===== config.mk =====
export PLATFORM = sky130hd
export DESIGN_NAME = cpu_ask2_nios2_qsys_0_div_cell
export DESIGN_NICKNAME = d
export VERILOG_FILES = /design/src/rtl/cpu_ask2_nios2_qsys_0_div_cell.sv
export SDC_FILE = /design/constraint.sdc
export NUM_CORES = 1
export LEC_CHECK = 0
export ABC_AREA = 1
export CAP_MARGIN = 20
export CORE_MARGIN = 2
export CORE_UTILIZATION = 60
export CTS_BUF_LIST = sky130_fd_sc_hd__clkbuf_8
export DETAILED_ROUTE_END_ITERATION = 10
export GPL_TIMING_DRIVEN = 0
export PLACE_DENSITY = 0.82
export SYNTH_ARGS = -nofsm -noshare
export SYNTH_HDL_FRONTEND = slang
export SYNTH_SLANG_ARGS = --single-unit
export TNS_END_PERCENT = 10

===== constraint.sdc =====
create_clock -name clk -period 10.55 [get_ports clk]
set_input_delay 3.165 -clock clk [delete_from_list [all_inputs] [get_ports clk]]
set_output_delay 3.165 -clock clk [all_outputs]
set_load 0.01 [all_outputs]

===== src/rtl/cpu_ask2_nios2_qsys_0_div_cell.sv =====
// Iterative radix-2 restoring divider: IDLE -> PREP -> WIDTH x ITER -> FIX,
// returning truncating (C-style) signed or plain unsigned quotient/remainder.
module cpu_ask2_nios2_qsys_0_div_cell #(
  parameter int WIDTH = 32
) (
  input  logic             clk,
  input  logic             reset,
  input  logic [WIDTH-1:0] M_div_src1,
  input  logic [WIDTH-1:0] M_div_src2,
  input  logic             M_div_signed,
  input  logic             M_div_start,
  output logic             M_div_busy,
  output logic             M_div_done,
  output logic [WIDTH-1:0] M_div_quotient,
  output logic [WIDTH-1:0] M_div_remainder
);

  localparam int CW = $clog2(WIDTH);

  localparam logic [1:0] S_IDLE = 2'd0;
  localparam logic [1:0] S_PREP = 2'd1;
  localparam logic [1:0] S_ITER = 2'd2;
  localparam logic [1:0] S_FIX  = 2'd3;

  logic [1:0]       state_q, state_d;
  logic [CW-1:0]    cnt_q, cnt_d;
  logic [WIDTH-1:0] src1_q, src1_d, src2_q, src2_d;
  logic             sgn_q, sgn_d;
  logic [WIDTH-1:0] dvsr_q, dvsr_d;
  logic [WIDTH-1:0] rem_q, rem_d;
  logic [WIDTH-1:0] dq_q, dq_d;
  logic             qneg_q, qneg_d, rneg_q, rneg_d, dz_q, dz_d;
  logic [WIDTH-1:0] quot_q, quot_d, remo_q, remo_d;
  logic             done_q, done_d;

  logic             neg1, neg2;
  logic [WIDTH-1:0] mag1, mag2;
  logic [WIDTH:0]   rem_sh, diff;

  assign neg1 = sgn_q & src1_q[WIDTH-1];
  assign neg2 = sgn_q & src2_q[WIDTH-1];
  assign mag1 = neg1 ? (~src1_q + 1'b1) : src1_q;
  assign mag2 = neg2 ? (~src2_q + 1'b1) : src2_q;

  // Partial remainder is always < divisor, so the shifted value fits WIDTH+1 bits
  // and diff[WIDTH] is the borrow of the trial subtract.
  assign rem_sh = {rem_q, dq_q[WIDTH-1]};
  assign diff   = rem_sh - {1'b0, dvsr_q};

  always_comb begin
    state_d = state_q;
    cnt_d   = cnt_q;
    src1_d  = src1_q;
    src2_d  = src2_q;
    sgn_d   = sgn_q;
    dvsr_d  = dvsr_q;
    rem_d   = rem_q;
    dq_d    = dq_q;
    qneg_d  = qneg_q;
    rneg_d  = rneg_q;
    dz_d    = dz_q;
    quot_d  = quot_q;
    remo_d  = remo_q;
    done_d  = 1'b0;
    case (state_q)
      S_IDLE: begin
        if (M_div_start) begin
          src1_d  = M_div_src1;
          src2_d  = M_div_src2;
          sgn_d   = M_div_signed;
          state_d = S_PREP;
        end
      end
      S_PREP: begin
        qneg_d  = sgn_q & (src1_q[WIDTH-1] ^ src2_q[WIDTH-1]);
        rneg_d  = neg1;
        dz_d    = (src2_q == '0);
        cnt_d   = CW'(WIDTH-1);
        rem_d   = '0;
        dq_d    = mag1;
        dvsr_d  = mag2;
        state_d = S_ITER;
      end
      S_ITER: begin
        rem_d = diff[WIDTH] ? rem_sh[WIDTH-1:0] : diff[WIDTH-1:0];
        dq_d  = {dq_q[WIDTH-2:0], ~diff[WIDTH]};
        if (cnt_q == '0) state_d = S_FIX;
        else             cnt_d   = cnt_q - 1'b1;
      end
      default: begin
        if (dz_q) begin
          quot_d = '1;
          remo_d = src1_q;
        end else begin
          quot_d = qneg_q ? (~dq_q + 1'b1) : dq_q;
          remo_d = rneg_q ? (~rem_q + 1'b1) : rem_q;
        end
        done_d  = 1'b1;
        state_d = S_IDLE;
      end
    endcase
  end

  always_ff @(posedge clk or posedge reset) begin
    if (reset) begin
      state_q <= S_IDLE;
      cnt_q   <= '0;
      src1_q  <= '0;
      src2_q  <= '0;
      sgn_q   <= 1'b0;
      dvsr_q  <= '0;
      rem_q   <= '0;
      dq_q    <= '0;
      qneg_q  <= 1'b0;
      rneg_q  <= 1'b0;
      dz_q    <= 1'b0;
      quot_q  <= '0;
      remo_q  <= '0;
      done_q  <= 1'b0;
    end else begin
      state_q <= state_d;
      cnt_q   <= cnt_d;
      src1_q  <= src1_d;
      src2_q  <= src2_d;
      sgn_q   <= sgn_d;
      dvsr_q  <= dvsr_d;
      rem_q   <= rem_d;
      dq_q    <= dq_d;
      qneg_q  <= qneg_d;
      rneg_q  <= rneg_d;
      dz_q    <= dz_d;
      quot_q  <= quot_d;
      remo_q  <= remo_d;
      done_q  <= done_d;
    end
  end

  assign M_div_busy      = (state_q != S_IDLE);
  assign M_div_done      = done_q;
  assign M_div_quotient  = quot_q;
  assign M_div_remainder = remo_q;

endmodule


* After elaboration in Yosys (flattened, before gate mapping) *
Index checks and enable logic that the tools add are counted.

storage, ports and cells
  bits in registers = 236
  input port bits = 68
  output and inout port bits = 66
  word-level logic and storage cells = 58

cells by class
  add/subtract/negate cells = 6
  equality and inequality tests = 5
  multiplexer cells = 15
  bitwise operators = 9
  reduce and logical (&&, ||, !) cells = 9

operator list
  cell                     count
  $mux W32                 7
  $add A32 B1 Y32 const B  4
  $not A32 Y32             4
  $pmux W32 S2             2
  $sub A33 B32 Y33         1
  $logic_not A32 Y1        1
  $pmux W5 S2              1
  $ne A2 B2 Y1 const B     3
  $pmux W2 S3              1
  $reduce_and A2 Y1        3
  $logic_not A5 Y1         1
  $mux W5                  1
  $sub A5 B1 Y5 const B    1
  $mux W2                  2
  $reduce_bool A2 Y1       2
  $and A1 B1 Y1            3
  $reduce_or A3 Y1         1
  $eq A2 B1 Y1 const B     1
  $eq A2 B2 Y1 const B     1
  $logic_not A2 Y1         1
  $mux W1                  1
  $not A1 Y1               1
  $xor A1 B1 Y1            1

* Depth between registers and ports, before layout *
Gate-level depths: netlist of run 1.

  depth in word-level cells = 4
  gate-level depth with buffers = 18
  mapped depth without buffers = 17

* Least setup slack after synthesis of run 1 *
No wires, ideal clock.

  kind = in2reg
  from = input M_div_start
  to = register src1_q[0]
  setup time = 0.133 ns
  data arrival time = 4.231 ns
  data required time = 10.417 ns
  slack = 6.186 ns
  stages = 5
  buffers on the path = 3
  cells stage by stage = nand2_1 > clkbuf_1 > buf_1 > clkbuf_1 > a21oi_1

on the way
  cells in the longest elaborated chain, start to end = 1

ends and longest elaborated chain
  what                                line  RTL
  from (decl)                         11    input logic M_div_start,
  $reduce_and A2 Y1 (no source line)  --
  to (signal assigned)                123   src1_q <= src1_d;
  to (decl)                           27    logic [WIDTH-1:0] src1_q, src1_d, src2_q, src2_d;

No other way between the ends.
A chain may end at the register's enable or synchronous reset.

* Final worst setup path of run 1 *
  from = input M_div_start
  to = register src2_q[29]

on the way
  cells in the longest elaborated chain, start to end = 1

ends and longest elaborated chain
  what                                line  RTL
  $reduce_and A2 Y1 (no source line)  --
  to (signal assigned)                124   src2_q <= src2_d;
  to (decl)                           27

No other way between the ends.

==> results of run 1 <==
worst register-to-register path: stages (launching register included):
cell and delay [ns]:
dfrtp_1 0.38, inv_1 0.09, ha_1 0.25, nand2_1 0.25, clkbuf_1 0.64, buf_1 0.49, clkbuf_1 0.81, a21oi_1 0.20
final timing paths:
path	slack [ns]	from	endpoint
worst max-delay path	4.95	M_div_start	src2_q[29]
worst min-delay path	0.49	M_div_quotient[11]	M_div_quotient[11]
worst max register to register	7.28	state_q[0]	src2_q[29]
worst min register to register	0.49	M_div_quotient[11]	M_div_quotient[11]
max in group asynchronous	6.30	reset	src1_q[25]
min in group asynchronous	3.12	reset	rem_q[1]
power groups by stage:
stage                     logic, mW  registers (mW)  clock network (mW)
after global routing           3.51            1.65               0.968
final                          3.19            1.62               0.924
after global placement         3.01            1.60                   0
after detailed placement       3.09            1.61                   0
after CTS                      3.11            1.60               0.924
after floorplan                2.05            1.55                   0
flip-flops by register name, indices dropped and copies added (netlist names):
register,flops
M_div_quotient,32
M_div_remainder,32
dq_q,32
dvsr_q,32
rem_q,32
src1_q,32
src2_q,32
cnt_q,5
state_q,2
M_div_done,1
dz_q,1
qneg_q,1
rneg_q,1
sgn_q,1
placed cells by master, fill, tap and decap left out, types with 4 or more instances in the layout:
cell type,n
or2_2,6
nand3_2,18
clkbuf_1,52
xor2_1,30
clkbuf_8,52
mux2_2,11
o22ai_1,13
o21ai_1,5
inv_1,335
nand3b_1,7
nand2_2,31
dfrtp_1,236
nand2_1,660
nand4_1,18
o21ai_0,122
inv_2,9
buf_1,9
a21oi_1,134
nor2_1,229
xnor2_1,16
o211ai_1,5
nor3_1,26
clkinv_1,5
buf_2,8
ha_1,42
clkdlybuf4s50_1,133
o221ai_1,22
o21bai_1,10
a31oi_1,17
nand3_1,213
bufinv_16,4
through the flow:
stage | hold slack (ns) | total power [mW] | std cells | setup WS, ns | cell area [sq um]
final | 0.487 | 5.73 | 2860 | 4.95 | 18500
after global routing | 0.503 | 6.13 | 2860 | 4.90 | 18500
after CTS | 0.482 | 5.64 | 2860 | 5.12 | 18500
after detailed placement | 0.466 | 4.71 | 2788 | 4.53 | 17600
after global placement | 0.463 | 4.62 | 2787 | -1.89 | 17600
after floorplan | 0.453 | 3.60 | 2319 | 0.910 | 15900
per-layer routing:
layer,vias to the layer above,GRT usage [%],routed length (microns)
li1,7791,-,-
met2,946,59.4,23400
met1,7753,53.7,22400
met3,147,8.89,6060
met5,-,0,0
met4,0,13.6,1920
layout make-up:
cell class	instances	area, sq um
flip-flops and latches	236	5910
plain buffers	76	363
fillers	2215	7450
repair buffers	134	1360
multi-input cells	1670	8320
clock inverters	22	203
inverters	337	1270
well taps	335	419
clock buffers	50	688
cells by family after synthesis:
group / after synthesis / share of synthesized area (%)
AO/OA/AOI/OAI: 343 / 12.2
XOR/XNOR: 46 / 2.54
adder cells (fa/ha/maj): 43 / 3.44
buffers and inverters: 413 / 10.3
flip-flops: 236 / 37.2
multiplexers: 11 / 0.781
AND/OR/NAND/NOR: 1227 / 33.5
==> impl_metrics.yaml, run 1 <==
global_route:
  grt.total_usage_pct: 38.6
  grt_pass1_vias: 15800
  antenna_found_initial: 0
  overflow: 0
  grt_max_degree: 136
  grt_pass1_wl_mm: 84.3
logic_synthesis:
  netlist_area_sq_um: 15900
  synth.most_common_cell: "nand2_1"
  synth_edf_count: 0
  yosysSeqAreaShare_pct: 37.2
  synth_common_cells: "660 x nand2_1, 323 x inv_1, 236 x dfrtp_1, 229 x nor2_1, 213 x nand3_1"
  synth_top_area_cell: "dfrtp_1"
  synth_cells: 2319
  ys_async_sr_fraction_pct: 100
  ys_seq_elements: 236
  synth_top_area_share_pct: 37.2
  ys_types: 55
  synth.avg_cell_area_sq_um: 6.84
  synth_ff_type: "dfrtp_1"
  synth.net_count: 2430
  synth_area_leaders: "dfrtp_1 37%, nand2_1 16%, inv_1 7.6%, nand3_1 6.7%, nor2_1 5.4%"
  yosys_warnings: 0
setup_path:
  cp_max_fo: 10
  cp_num_cells: 6
  path_buf_inv: 4
  crit_path_end_kind: "register"
  path_cells: "clkdlybuf4s50_1, nand2_1, clkbuf_1, buf_1, clkbuf_1, a21oi_1"
  rr_worst_depth: 7
  critPathKind: "in -> reg"
  critPathRequiredTime_ns: 10.94
  cp-start-kind: "input pin"
  crit_top_cell: "clkbuf_1"
  critPathTopFamily: "buffers and inverters"
  critical_path_arrival_ns: 6.00
  crit_path_max_incr_delay_ns: 0.81
  crit_slowest_cell: "clkbuf_1"
clock_tree:
  clock_sinks: 236
  post_cts_resized: 0
  cts_setup_buffers: 0
  h-tree-depth: 2
  cts_made_buffers: 42
  insertion_delay_ns: 0.56
  cts-root-buf: "clkbuf_8"
  cts_tree: "done"
  path_clk_slew_ns: 0.06
  hold_buffers: 0
  clockBufferDepth: 3
power_and_ir_drop:
  p_leak_nw: 9.63
  pwr-share-comb_pct: 55.6
  seqPwrFrac_pct: 28.3
  switchingPower_mw: 2.84
  peakVddDrop_mv: 0.228
  p_int_mw: 2.89
  power_per_cell_area_nw_per_um2: 309
  switching_share_pct: 49.6
  clockPowerShare_pct: 16.1
timing:
  tightest_slew_ns: 1.16
  hold_viol: 0
  layout_min_cycle_time_ns: 5.60
  setup_viol: 0
  fmax_mhz: 179
  skew_ns: 0.0190
  rsz0062_at_grt: "no"
  slew_headroom_pct: 22.1
  fin_tns_setup_ns: 0
  timing.final.crit_share_pct: 53.1
  slew_violations: 0
worst_hold_path:
  hold_depth: 2
  hold_class: "reg -> reg"
floorplanning:
  die_w_microns: 167
  num_rows: 59
  dieArea_sq_um: 27700
  core_sq_um: 26000
  fp.dieH_microns: 167
  initial_core_util_pct: 61.0
  ios: 134
final_layout:
  drive_above_1_share_pct: 6.81
  diodes: 0
  syn2layout_area_growth_pct: 16.9
  nNetsFinal: 2608
  postLayoutCoreUtil_pct: 71.3
routing:
  vias: 16600
  drt_iter0_drc: 2007
  vias_per_cell: 5.82
  wl_mm: 53.7
  drc: 0
  dr.pass1.iters: 6
  ant_nets: 0
  wl_per_cell_microns: 18.8
place:
  hpwlAfterDp_mm: 42.2
  portBuffers: 133
  gp_congestion: 1.02
run:
  maxCapViolCount: 0
status:
  status: "completed"
Note: power is estimated with default switching activity, not from simulation.
==> run 2, diff against run 1 <==
==> constraint.sdc (replaced) <==
create_clock -name clk -period 5.5 [get_ports clk]
set_input_delay 1.65 -clock clk [delete_from_list [all_inputs] [get_ports clk]]
set_output_delay 1.65 -clock clk [all_outputs]
set_load 0.01 [all_outputs]
==> run 2 against run 1 <==
  * Worst hold slack worse by 0.0029 ns
  * Sequential power up 91%
  * Total power up 92%
  * Combinational power up 93%
  * Setup slack worse by 3.6 ns
  * Cell count up 0.31%
  * Global-route usage down 0.18 points
  * First-iteration DRC count up 11%
  * Largest power group unchanged
  * Wire length about the same
==> impl_metrics.yaml, run 2 (synthesis results as in run 1) <==
global_route:
  met1_usage_pct: 54.3
  grt_pass1_vias: 15700
  antenna_found_initial: 0
  gr-usage-met3_pct: 8.22
  overflow: 0
  use_met2_pct: 59.3
  grt_pass1_wl_mm: 84.2
  grt_busiest_layer: "met2"
  grt.total_usage_pct: 38.4
  grt_max_degree: 43
place:
  pre_cts_slack_ns: 0.929
  hpwlAfterDp_mm: 42.7
  postPlaceCellArea_sq_um: 17700
  portBuffers: 133
  gp_congestion: 1.04
  placedCellCount: 2793
final_layout:
  most-common-layout-cells: "660 x nand2_1, 332 x inv_1, 236 x dfrtp_1, 229 x nor2_1, 213 x nand3_1"
  postLayoutCoreUtil_pct: 71.7
  syn2layout_area_growth_pct: 17.5
  nNetsFinal: 2612
  drive_above_1_share_pct: 7.22
  final_common_cell: "nand2_1"
  instances_no_fill: 2869
  design_area_sq_um: 18600
clock_tree:
  h-tree-depth: 2
  hold_buffers: 0
  path_clk_slew_ns: 0.06
  clockBufferDepth: 3
  clock_sinks: 236
  cts_made_buffers: 41
  cts-root-buf: "clkbuf_8"
  cts_tree: "done"
  cts_setup_buffers: 0
  post_cts_resized: 0
  insertion_delay_ns: 0.56
setup_path:
  regToRegStartpoint: "state_q[0]"
  critPathRequiredTime_ns: 5.87
  critPathKind: "in -> reg"
  startpoint: "M_div_start"
  cp_max_fo: 10
  rr_worst_depth: 7
  critical_path_arrival_ns: 4.54
  cp-start-kind: "input pin"
  crit_path_end_kind: "register"
timing:
  whs_ns: 0.484
  setup_viol: 0
  layout_min_cycle_time_ns: 4.16
  slew_violations: 0
  skew_ns: 0.0416
  fin_tns_setup_ns: 0
  tightest_slew_ns: 1.10
  setup_slack_ns: 1.34
  rsz0062_at_grt: "no"
  slew_headroom_pct: 26.6
  fmax_mhz: 240
  timing.final.crit_share_pct: 75.7
  hold_viol: 0
routing:
  drt_iter0_drc: 2221
  wl_mm: 53.8
  vias: 16800
  ant_nets: 0
  vias_per_cell: 5.85
  dr.pass1.iters: 9
  wl_per_cell_microns: 18.7
  drc: 0
power_and_ir_drop:
  p_leak_nw: 9.67
  total_power_mw: 11.0
  peakVddDrop_mv: 0.417
  power_per_cell_area_nw_per_um2: 590
run:
  maxCapViolCount: 0
floorplanning:
  num_rows: 59
  ios: 134
  dieArea_sq_um: 27700
  initial_core_util_pct: 61.0
  core_sq_um: 26000
  fp.dieH_microns: 167
  die_w_microns: 167
worst_hold_path:
  hold_class: "reg -> reg"
  hold_depth: 2
  worstHoldStart: "M_div_remainder[7]"
status:
  status: "completed"
## run 2: cell types whose count changed in the layout (fill, tap and decap cells not counted), sizes merged
cell / delta
buf: +5
bufinv: -2
clkbuf: +3
clkinv: +4
clkinvlp: +2
diode: +1
inv: -4
## run 2: final timing paths
kind,to,slack (ns)
worst max-delay path,src2_q[28],1.34
max in group asynchronous,dq_q[27],2.95
min in group asynchronous,rem_q[0],1.48
worst min-delay path,M_div_remainder[7],0.48
worst max register to register,src2_q[28],2.15
worst min register to register,M_div_remainder[7],0.48
## run 2: critical path: stages
cell and delay, ns:
clkdlybuf4s50_1 0.46, nand2_1 0.26, clkbuf_1 0.68, buf_1 0.49, clkbuf_1 0.80, a21oi_1 0.17
## run 2: area by class of cell
| type | instances | area, sq um |
|---|---|---|
| Multi-Input combinational cell | 1670 | 8320 |
| Fill cell | 2210 | 7360 |
| Sequential cell | 236 | 5910 |
| Timing Repair Buffer | 139 | 1460 |
| Inverter | 337 | 1270 |
| Clock buffer | 53 | 729 |
| Tap cell | 335 | 419 |
| Buffer | 76 | 363 |
| Clock inverter | 22 | 159 |
| Antenna cell | 1 | 2.50 |
## run 2: power by group
part	switching (mW)	total, mW	internal [mW]
clock network	0.768	1.73	0.966
logic	4.09	6.16	2.06
registers	0.631	3.10	2.47
## run 2: layer usage
metal | part of all wire (%) | vias up
met5 | 0 | -
met3 | 11 | 129
li1 | - | 7801
met4 | 3.2 | 0
met2 | 44 | 923
met1 | 42 | 7921
==> run 3, diff against run 2 <==
==> constraint.sdc (replaced) <==
create_clock -name clk -period 4.15 [get_ports clk]
set_input_delay 1.245 -clock clk [delete_from_list [all_inputs] [get_ports clk]]
set_output_delay 1.245 -clock clk [all_outputs]
set_load 0.01 [all_outputs]
==> results of run 3 <==
The final DEF is identical to that of run 2. Status: completed.
Among the figures that moved: setup slack after placement 0.929 ns -> -0.0158 ns; setup slack after layout 1.34 ns -> 0.390 ns; register-to-register setup slack 2.15 ns -> 0.80 ns; total power 11.0 mW -> 14.6 mW; worst IR drop on VDD 0.417 mV -> 0.553 mV
